===== config.mk =====
export PLATFORM = sky130hd
export DESIGN_NAME = frontend_inst_queue
export DESIGN_NICKNAME = d
export VERILOG_FILES = /design/src/rtl/frontend_inst_queue_pkg.sv /design/src/rtl/frontend_inst_queue_bank.sv /design/src/rtl/frontend_inst_queue.sv
export SDC_FILE = /design/constraint.sdc
export NUM_CORES = 1
export LEC_CHECK = 0
export ABC_AREA = 1
export BUFFER_PORTS_ARGS = -buffer_cell sky130_fd_sc_hd__buf_2
export CAP_MARGIN = 20
export CORE_MARGIN = 1.5
export CORE_UTILIZATION = 35
export CTS_CLUSTER_DIAMETER = 30
export CTS_CLUSTER_SIZE = 12
export DETAILED_ROUTE_END_ITERATION = 10
export HOLD_SLACK_MARGIN = 0.03
export PLACE_DENSITY = 0.56
export SYNTH_ARGS = -nofsm -noshare
export SYNTH_HDL_FRONTEND = slang
export SYNTH_SLANG_ARGS = --single-unit

===== constraint.sdc =====
create_clock -name clk -period 11.83 [get_ports clk]
set_clock_uncertainty 0.2 [all_clocks]
set_input_delay 2.9575 -clock clk [delete_from_list [all_inputs] [get_ports clk]]
set_output_delay 2.9575 -clock clk [all_outputs]
set_load 0.02 [all_outputs]

===== src/rtl/frontend_inst_queue_pkg.sv =====
// Shared helpers for the frontend instruction queue.
// The package stays free of data typedefs. The package layout (pc, inst,
// predict, excp) belongs to the instantiator and arrives only as DATA_WIDTH.
package frontend_inst_queue_pkg;

    // Ceiling log2 for sizing pointers and row addresses from depths.
    // It returns 0 for a value of 1.
    function automatic int iq_clog2(input int value);
        int result;
        result = 0;
        for (int i = 0; i < 31; i++) begin
            if ((1 << i) < value) begin
                result = i + 1;
            end
        end
        return result;
    endfunction

endpackage


===== src/rtl/frontend_inst_queue_bank.sv =====
// One interleaved bank of the instruction queue. The bank holds the even
// slots or the odd slots of the queue.
// Ports:
//   clk    - clock
//   we     - write enable, captured on the rising edge of clk
//   waddr  - row to write
//   wdata  - package to store
//   raddr  - row to read, asynchronous
//   rdata  - contents of row raddr
// The storage is not reset. Readers use the valid bits from the top level
// to tell whether a row holds a package.
module iq_bank
    import frontend_inst_queue_pkg::*;
#(
    parameter int DATA_WIDTH = 64,
    parameter int BANK_DEPTH = 8,
    localparam int ROW_W     = iq_clog2(BANK_DEPTH)
) (
    input  logic                  clk,
    input  logic                  we,
    input  logic [ROW_W-1:0]      waddr,
    input  logic [DATA_WIDTH-1:0] wdata,
    input  logic [ROW_W-1:0]      raddr,
    output logic [DATA_WIDTH-1:0] rdata
);

    logic [DATA_WIDTH-1:0] mem [BANK_DEPTH];

    always_ff @(posedge clk) begin
        if (we) begin
            mem[waddr] <= wdata;
        end
    end

    assign rdata = mem[raddr];

endmodule


===== src/rtl/frontend_inst_queue.sv =====
// Decoupling queue between ifetch and decode. Each cycle the queue can take
// in 0-2 packages and can give out 0-2 packages. The storage is split into
// an even bank and an odd bank, so any two consecutive slots fall in
// different banks. Each bank therefore sees at most one write and one read
// per cycle.
// Ports:
//   clk, rst_n     - clock, synchronous active-low reset
//   flush_i        - drop all contents. It overrides any read or write in the
//                    same cycle.
//   write_valid_i  - write request
//   write_ready_o  - at least two free entries. It depends only on the
//                    registered count.
//   write_num_i    - number of packages to append (0..2)
//   write_data_i   - [0] older package, [1] younger package
//   read_valid_o   - [i] set when entry head+i is present
//   read_ready_i   - read request
//   read_num_i     - number of packages consumed (0..2)
//   read_data_o    - [0] head, [1] head+1. Combinational from storage.
module frontend_inst_queue
    import frontend_inst_queue_pkg::*;
#(
    parameter int DATA_WIDTH = 64,
    parameter int DEPTH      = 16,
    localparam int BANK_DEPTH = DEPTH / 2
) (
    input  logic                       clk,
    input  logic                       rst_n,
    input  logic                       flush_i,
    input  logic                       write_valid_i,
    output logic                       write_ready_o,
    input  logic [1:0]                 write_num_i,
    input  logic [1:0][DATA_WIDTH-1:0] write_data_i,
    output logic [1:0]                 read_valid_o,
    input  logic                       read_ready_i,
    input  logic [1:0]                 read_num_i,
    output logic [1:0][DATA_WIDTH-1:0] read_data_o
);

    localparam int PTR_W = iq_clog2(DEPTH);
    localparam int ROW_W = PTR_W - 1;
    localparam int CNT_W = PTR_W + 1;

    logic [PTR_W-1:0] wr_ptr;
    logic [PTR_W-1:0] rd_ptr;
    logic [CNT_W-1:0] count;
    logic [CNT_W-1:0] count_next;
    logic             write_fire;
    logic [1:0]       wr_num_eff;
    logic [1:0]       rd_num_eff;

    logic [1:0]                 bank_we;
    logic [1:0][ROW_W-1:0]      bank_waddr;
    logic [1:0][ROW_W-1:0]      bank_raddr;
    logic [1:0][DATA_WIDTH-1:0] bank_wdata;
    logic [1:0][DATA_WIDTH-1:0] bank_rdata;
    logic [ROW_W-1:0]           wr_row;
    logic [ROW_W-1:0]           rd_row;

    assign write_ready_o = (count <= CNT_W'(DEPTH - 2));
    assign write_fire    = write_valid_i & write_ready_o;
    assign wr_num_eff    = write_fire   ? write_num_i : 2'd0;
    assign rd_num_eff    = read_ready_i ? read_num_i  : 2'd0;
    assign count_next    = count + CNT_W'(wr_num_eff) - CNT_W'(rd_num_eff);

    assign read_valid_o  = {count >= CNT_W'(2), count != '0};

    always_ff @(posedge clk) begin
        if (!rst_n || flush_i) begin
            wr_ptr <= '0;
            rd_ptr <= '0;
            count  <= '0;
        end else begin
            wr_ptr <= wr_ptr + PTR_W'(wr_num_eff);
            rd_ptr <= rd_ptr + PTR_W'(rd_num_eff);
            count  <= count_next;
        end
    end

    assign wr_row = wr_ptr[PTR_W-1:1];
    assign rd_row = rd_ptr[PTR_W-1:1];

    // Bank steering. When a pointer is odd, the slot after it is in the even
    // bank on the next row. The row add wraps modulo BANK_DEPTH, so a pair
    // that spans slot DEPTH-1 and slot 0 maps to row 0 of bank 0. The odd bank
    // always uses the pointer's own row.
    always_comb begin
        bank_waddr[1] = wr_row;
        bank_waddr[0] = wr_ptr[0] ? wr_row + ROW_W'(1) : wr_row;
        if (!wr_ptr[0]) begin
            bank_we    = {wr_num_eff == 2'd2, wr_num_eff != 2'd0};
            bank_wdata = {write_data_i[1], write_data_i[0]};
        end else begin
            bank_we    = {wr_num_eff != 2'd0, wr_num_eff == 2'd2};
            bank_wdata = {write_data_i[0], write_data_i[1]};
        end

        bank_raddr[1] = rd_row;
        bank_raddr[0] = rd_ptr[0] ? rd_row + ROW_W'(1) : rd_row;
        if (!rd_ptr[0]) begin
            read_data_o = bank_rdata;
        end else begin
            read_data_o = {bank_rdata[0], bank_rdata[1]};
        end
    end

    for (genvar b = 0; b < 2; b++) begin : g_bank
        iq_bank #(
            .DATA_WIDTH (DATA_WIDTH),
            .BANK_DEPTH (BANK_DEPTH)
        ) u_bank (
            .clk   (clk),
            .we    (bank_we[b]),
            .waddr (bank_waddr[b]),
            .wdata (bank_wdata[b]),
            .raddr (bank_raddr[b]),
            .rdata (bank_rdata[b])
        );
    end

    a_write_num_legal : assert property (@(posedge clk) disable iff (!rst_n)
        !(write_valid_i && write_num_i == 2'd3));
    a_read_within_count : assert property (@(posedge clk) disable iff (!rst_n)
        !(read_ready_i && (CNT_W'(read_num_i) > count)));
    a_write_within_free : assert property (@(posedge clk) disable iff (!rst_n)
        !(write_fire && (CNT_W'(write_num_i) > (CNT_W'(DEPTH) - count))));

endmodule


# Yosys cells after proc, flatten, opt, wreduce, memory -nomap -nowiden
# Memory sizes are Yosys's and may differ from the RTL's. A register that Yosys moved wholly into a read port is not among the register bits.
# Cells that the tools add are included.
# totals
regBits	13
latchBits	0
mem_bits_rw	1024
rom_bits	0
in_bits	137
out_inout_bits	131
n_memories	2
# classes
addsub	6
mul	0
n_div	0
order_cmp	2
n_eq_ne	1
shifts	0
mux	12
bitwise	1
reduce_logical	4
# memory_table
memory	depth	word_bits	read_ports	rd_ports_with_merged_regs	write_ports	line	source
g_bank[0].u_bank.mem	8	64	1	0	1	frontend_inst_queue_bank.sv:27	logic [DATA_WIDTH-1:0] mem [BANK_DEPTH];
g_bank[1].u_bank.mem	8	64	1	1	1	frontend_inst_queue_bank.sv:27	
# ops
cell	n
$mux 128	2
$mux 3	3
$add 4x2->4	2
$add 3x1->3 const B	2
$mux 2	3
$add 5x2->5	1
$ge 5x2->1 const B	1
$le 5x4->1 const B	1
$reduce_bool 5->1	1
$sub 5x2->5	1
$mux 1	4
$eq 2x2->1 const B	1
$reduce_bool 2->1	1
$and 1x1->1	1
$logic_not 1->1	1
$logic_or 1x1->1	1

# Logic depth before layout (Yosys ltp)
# logic_depth
word_depth	7
depth_mapped	16

# By module
# From an unflattened synthesis, not the netlist that was laid out.
# unflattened
hier_cells	5281
area_unflattened_um2	48771.8
# modules_own_cells
mod	instances	cells_per_inst	area_per_inst_um2	seq_area_each_um2
iq_bank	2	2230	22376.5	15374.7
frontend_inst_queue	1	821	4018.9	260.2

# Worst setup path after synthesis
# OpenSTA, ideal clock, no wires.
# synth_timing
path_type	input-to-reg
startpoint	input write_num_i[0]
endpoint	memory g_bank[1].u_bank.mem[1][0], enable pin
setup_time_ps	507
arrival_ps	6556
t_required_ps	11123
path_slack_ps	4567
stages	4
n_path_buf	1
cell_sequence	inv_1 nand4_1 clkbuf_1 a21oi_1
# synth_between
elab_chain_len	5
# synth_rtl
element	line	source
start, declared	frontend_inst_queue.sv:31	input logic [1:0] write_num_i,
$mux 2 *	frontend_inst_queue.sv:61	assign wr_num_eff = write_fire ? write_num_i : 2'd0;
$eq 2x2->1 / $reduce_bool 2->1 (equally long branches)	frontend_inst_queue.sv:90, frontend_inst_queue.sv:93	
$mux 2 *	frontend_inst_queue.sv:89	if (!wr_ptr[0]) begin
$mux 1 *	frontend_inst_queue_bank.sv:30	if (we) begin
$mux 1 (not written as such) *	frontend_inst_queue_bank.sv:31	mem[waddr] <= wdata;
end, declared	frontend_inst_queue_bank.sv:27	
# Mark *: on every way between the ends. The rest lies on a longest branch, timed or not.

==> impl_metrics.toml <==
[synth]
synthCells = 4553
yosysWarnings = 0
synth_edf_count = 1024
synthMuxAreaShare_pct = 0
netlist_area_mm2 = 0.0466
synth_flop_cell = "edfxtp_1"
yosys.area_share.simple_pct = 20.1
ys_async_sr_fraction_pct = 0
synth_compound_area_share_pct = 5.18
synth_cell_type_count = 26
yosysSeqAreaShare_pct = 66.6
synthAdderAreaFrac_pct = 0.602
synth_top_family_by_area = "simple AND/OR/NAND/NOR gates"
ys_ff_latch = 1037
syn_area_per_cell_um2 = 10.2
synth-xor-area-share_pct = 0.0752
synthesis.nets = 4710

[placed_design]
dp.cells = 6383
place.gp.congestion = 0.829
port_buffers = 267
pre_cts_ws_ps = 4070
placedInstanceArea_mm2 = 0.0497
hpwl_um = 81400

[floorplan]
boundaryPins = 268
die_y_um = 368
core_area_mm2 = 0.132
initial_core_util_pct = 35.3
rows = 133
die-area_mm2 = 0.135
die_w_um = 368

[power]
leakagePower_nw = 23.3
total_power_mw = 11.3
power.density_mw_per_mm2 = 196
combPwrFrac_pct = 6.9
p_seq_share_pct = 36.9
clockPowerShare_pct = 56.2
irDropWorstVdd_mv = 0.163
p_int_mw = 8.67
switching_share_pct = 23.3
p_switching_mw = 2.63

[worst_setup_path]
crit_path_start_kind = "flip-flop"
critical_path_class = "flip-flop to primary output"
critPathLaunch = "rd_ptr[1]"
r2r_start = "wr_ptr[0]"
cp.arrival_ps = 5420
cp.required_ps = 8670
cp-end-kind = "primary output"
cp_max_fo = 121

[drt]
totalWireLength_um = 144000
drtIter0Drc = 3002
wl_met3_um = 8990
num_vias = 34237
topRoutingLayerUsed = "met5"
drt-met1-wl_um = 62000
wl_met2_um = 68900
vias_per_cell = 5.01
dr.pass1.iters = 5
ant_nets = 0
avgRoutedWirePerCell_um = 21.1
drc = 0

[cells_and_area]
seq_area_mm2 = 0.0310
utilization_pct = 43.8
syn2layout_area_growth_pct = 23.8
nNetsFinal = 5031
final_area_mm2 = 0.0577
drive_gt1_share_pct = 15.2
multi_input_area_mm2 = 0.0123
final_cells = 6832
fillCellCount = 12311

[global_route]
grt_pass1_vias = 32593
grt_max_degree = 122
grt_pass1_wl_um = 210000
antenna_found_initial = 11
track_usage_pct = 20.9
grt_overflow = 0

[clocking]
cts.path.max_buffers = 3
post-cts-setup-buffer-count = 0
root_buffer = "clkbuf_16"
clkTransAtPathRegs_ps = 50
cts_made_buffers = 225
cts_sinks = 1037
cts_tree = "yes"
cts_resized = 0
insertion_delay_ps = 790
cts-htree-levels = 4
cts_hold_buf = 0

[run]
maxCapViolations = 0

[sta]
timing.fmax_mhz = 117
period_needed_ps = 8580
slew_headroom_pct = 22.7
worst_slack_ps = 3250
setup_viol = 0
rsz0062_at_grt = "false"
finalMaxSlewViolations = 0
whs_ps = 376
finalHoldViolations = 0
tightest_slew_ps = 1150
finalSetupTns_ps = 0
min_period_over_period_pct = 72.5

[hold_path]
min_from = "wr_ptr[3]"
hp-class = "flip-flop to flip-flop"

[run_status]
status = "complete, no violations"
## cell usage after synthesis (all sizes together) (13+ instances only)
library cell / number / share of area [%]
dfxtp: 13 / 0.56
clkbuf: 99 / 0.80
edfxtp: 1024 / 66
nand3b: 64 / 1.0
inv: 548 / 4.4
nor2: 466 / 3.8
nand2: 927 / 7.5
o21ai: 458 / 4.9
ha: 16 / 0.43
buf: 186 / 2.3
a21oi: 22 / 0.24
nand3: 717 / 7.7
## final timing paths
kind | to | slack (ps) | cells after the start
min reg2reg | wr_ptr[3] | 380 | 1
max reg2reg | g_bank[0].u_bank.mem[4][21] | 7310 | 5
max | read_data_o[39] | 3250 | 10
min | wr_ptr[3] | 380 | 1
## final cells by class
class                           instances  share of cell area [%]
Antenna cell                            8                  0.0347
Clock buffer                          267                    10.1
Clock inverter                        155                    3.40
Inverter                              548                    3.60
Multi-Input combinational cell       2683                    21.4
Sequential cell                      1037                    53.8
Tap cell                             1755                    3.81
Timing Repair Buffer                  379                    3.80
## flip-flops by register name, summed over array words and instances, names as in the netlist
name / flops
g_bank.u_bank.mem: 1024
count: 5
rd_ptr: 4
wr_ptr: 4
## power groups by stage
| stage | registers, mW | clock network [mW] | logic [mW] |
|---|---|---|---|
| after global routing | 4.16 | 6.61 | 0.854 |
| after global placement | 4.23 | 0 | 0.763 |
| after floorplan | 4.22 | 0 | 0.468 |
| after detailed placement | 4.23 | 0 | 0.775 |
| final | 4.16 | 6.35 | 0.780 |
| after CTS | 4.16 | 6.42 | 0.778 |
## worst max-delay path, stage by stage (launching register included)
cell and delay (ps):
dfxtp_4 680, buf_4 850, nand2_8 670, nand2_8 990, buf_4 580, nand2_1 100, nand3_1 90, nand3_1 100
nand3_1 130, nand2_1 120, buf_2 180
## metal layers
metal | global-route usage (%) | vias up
li1 | - | 16037
met1 | 27.6 | 16707
met2 | 34.6 | 1244
met3 | 3.55 | 245
met4 | 7.43 | 4
met5 | 0 | -
## cells in the final DEF, fill, tap and decap left out, types with 13 or more instances in the layout
master | Yosys | routed
edfxtp_1 | 1024 | 1024
nand2_1 | 923 | 921
clkinv_4 | 0 | 13
a21oi_4 | 0 | 16
nand3b_1 | 64 | 64
clkbuf_1 | 99 | 39
o21ai_1 | 65 | 63
bufinv_16 | 0 | 37
clkbuf_4 | 0 | 19
inv_1 | 544 | 542
nor2_1 | 466 | 466
buf_2 | 112 | 267
clkinv_2 | 0 | 43
nand3_1 | 717 | 717
clkbuf_16 | 0 | 228
o21ai_0 | 392 | 392
ha_1 | 16 | 16
clkinv_1 | 0 | 29
clkinvlp_4 | 0 | 19
buf_4 | 46 | 92
## cell families after synthesis
| family | after synthesis |
|---|---|
| fa+ha+maj | 20 |
| simple gates | 2178 |
| compound gates | 481 |
| flops | 1037 |
| xor+xnor | 4 |
| buf+inv | 833 |
Power figures use the tool's default switching activity.
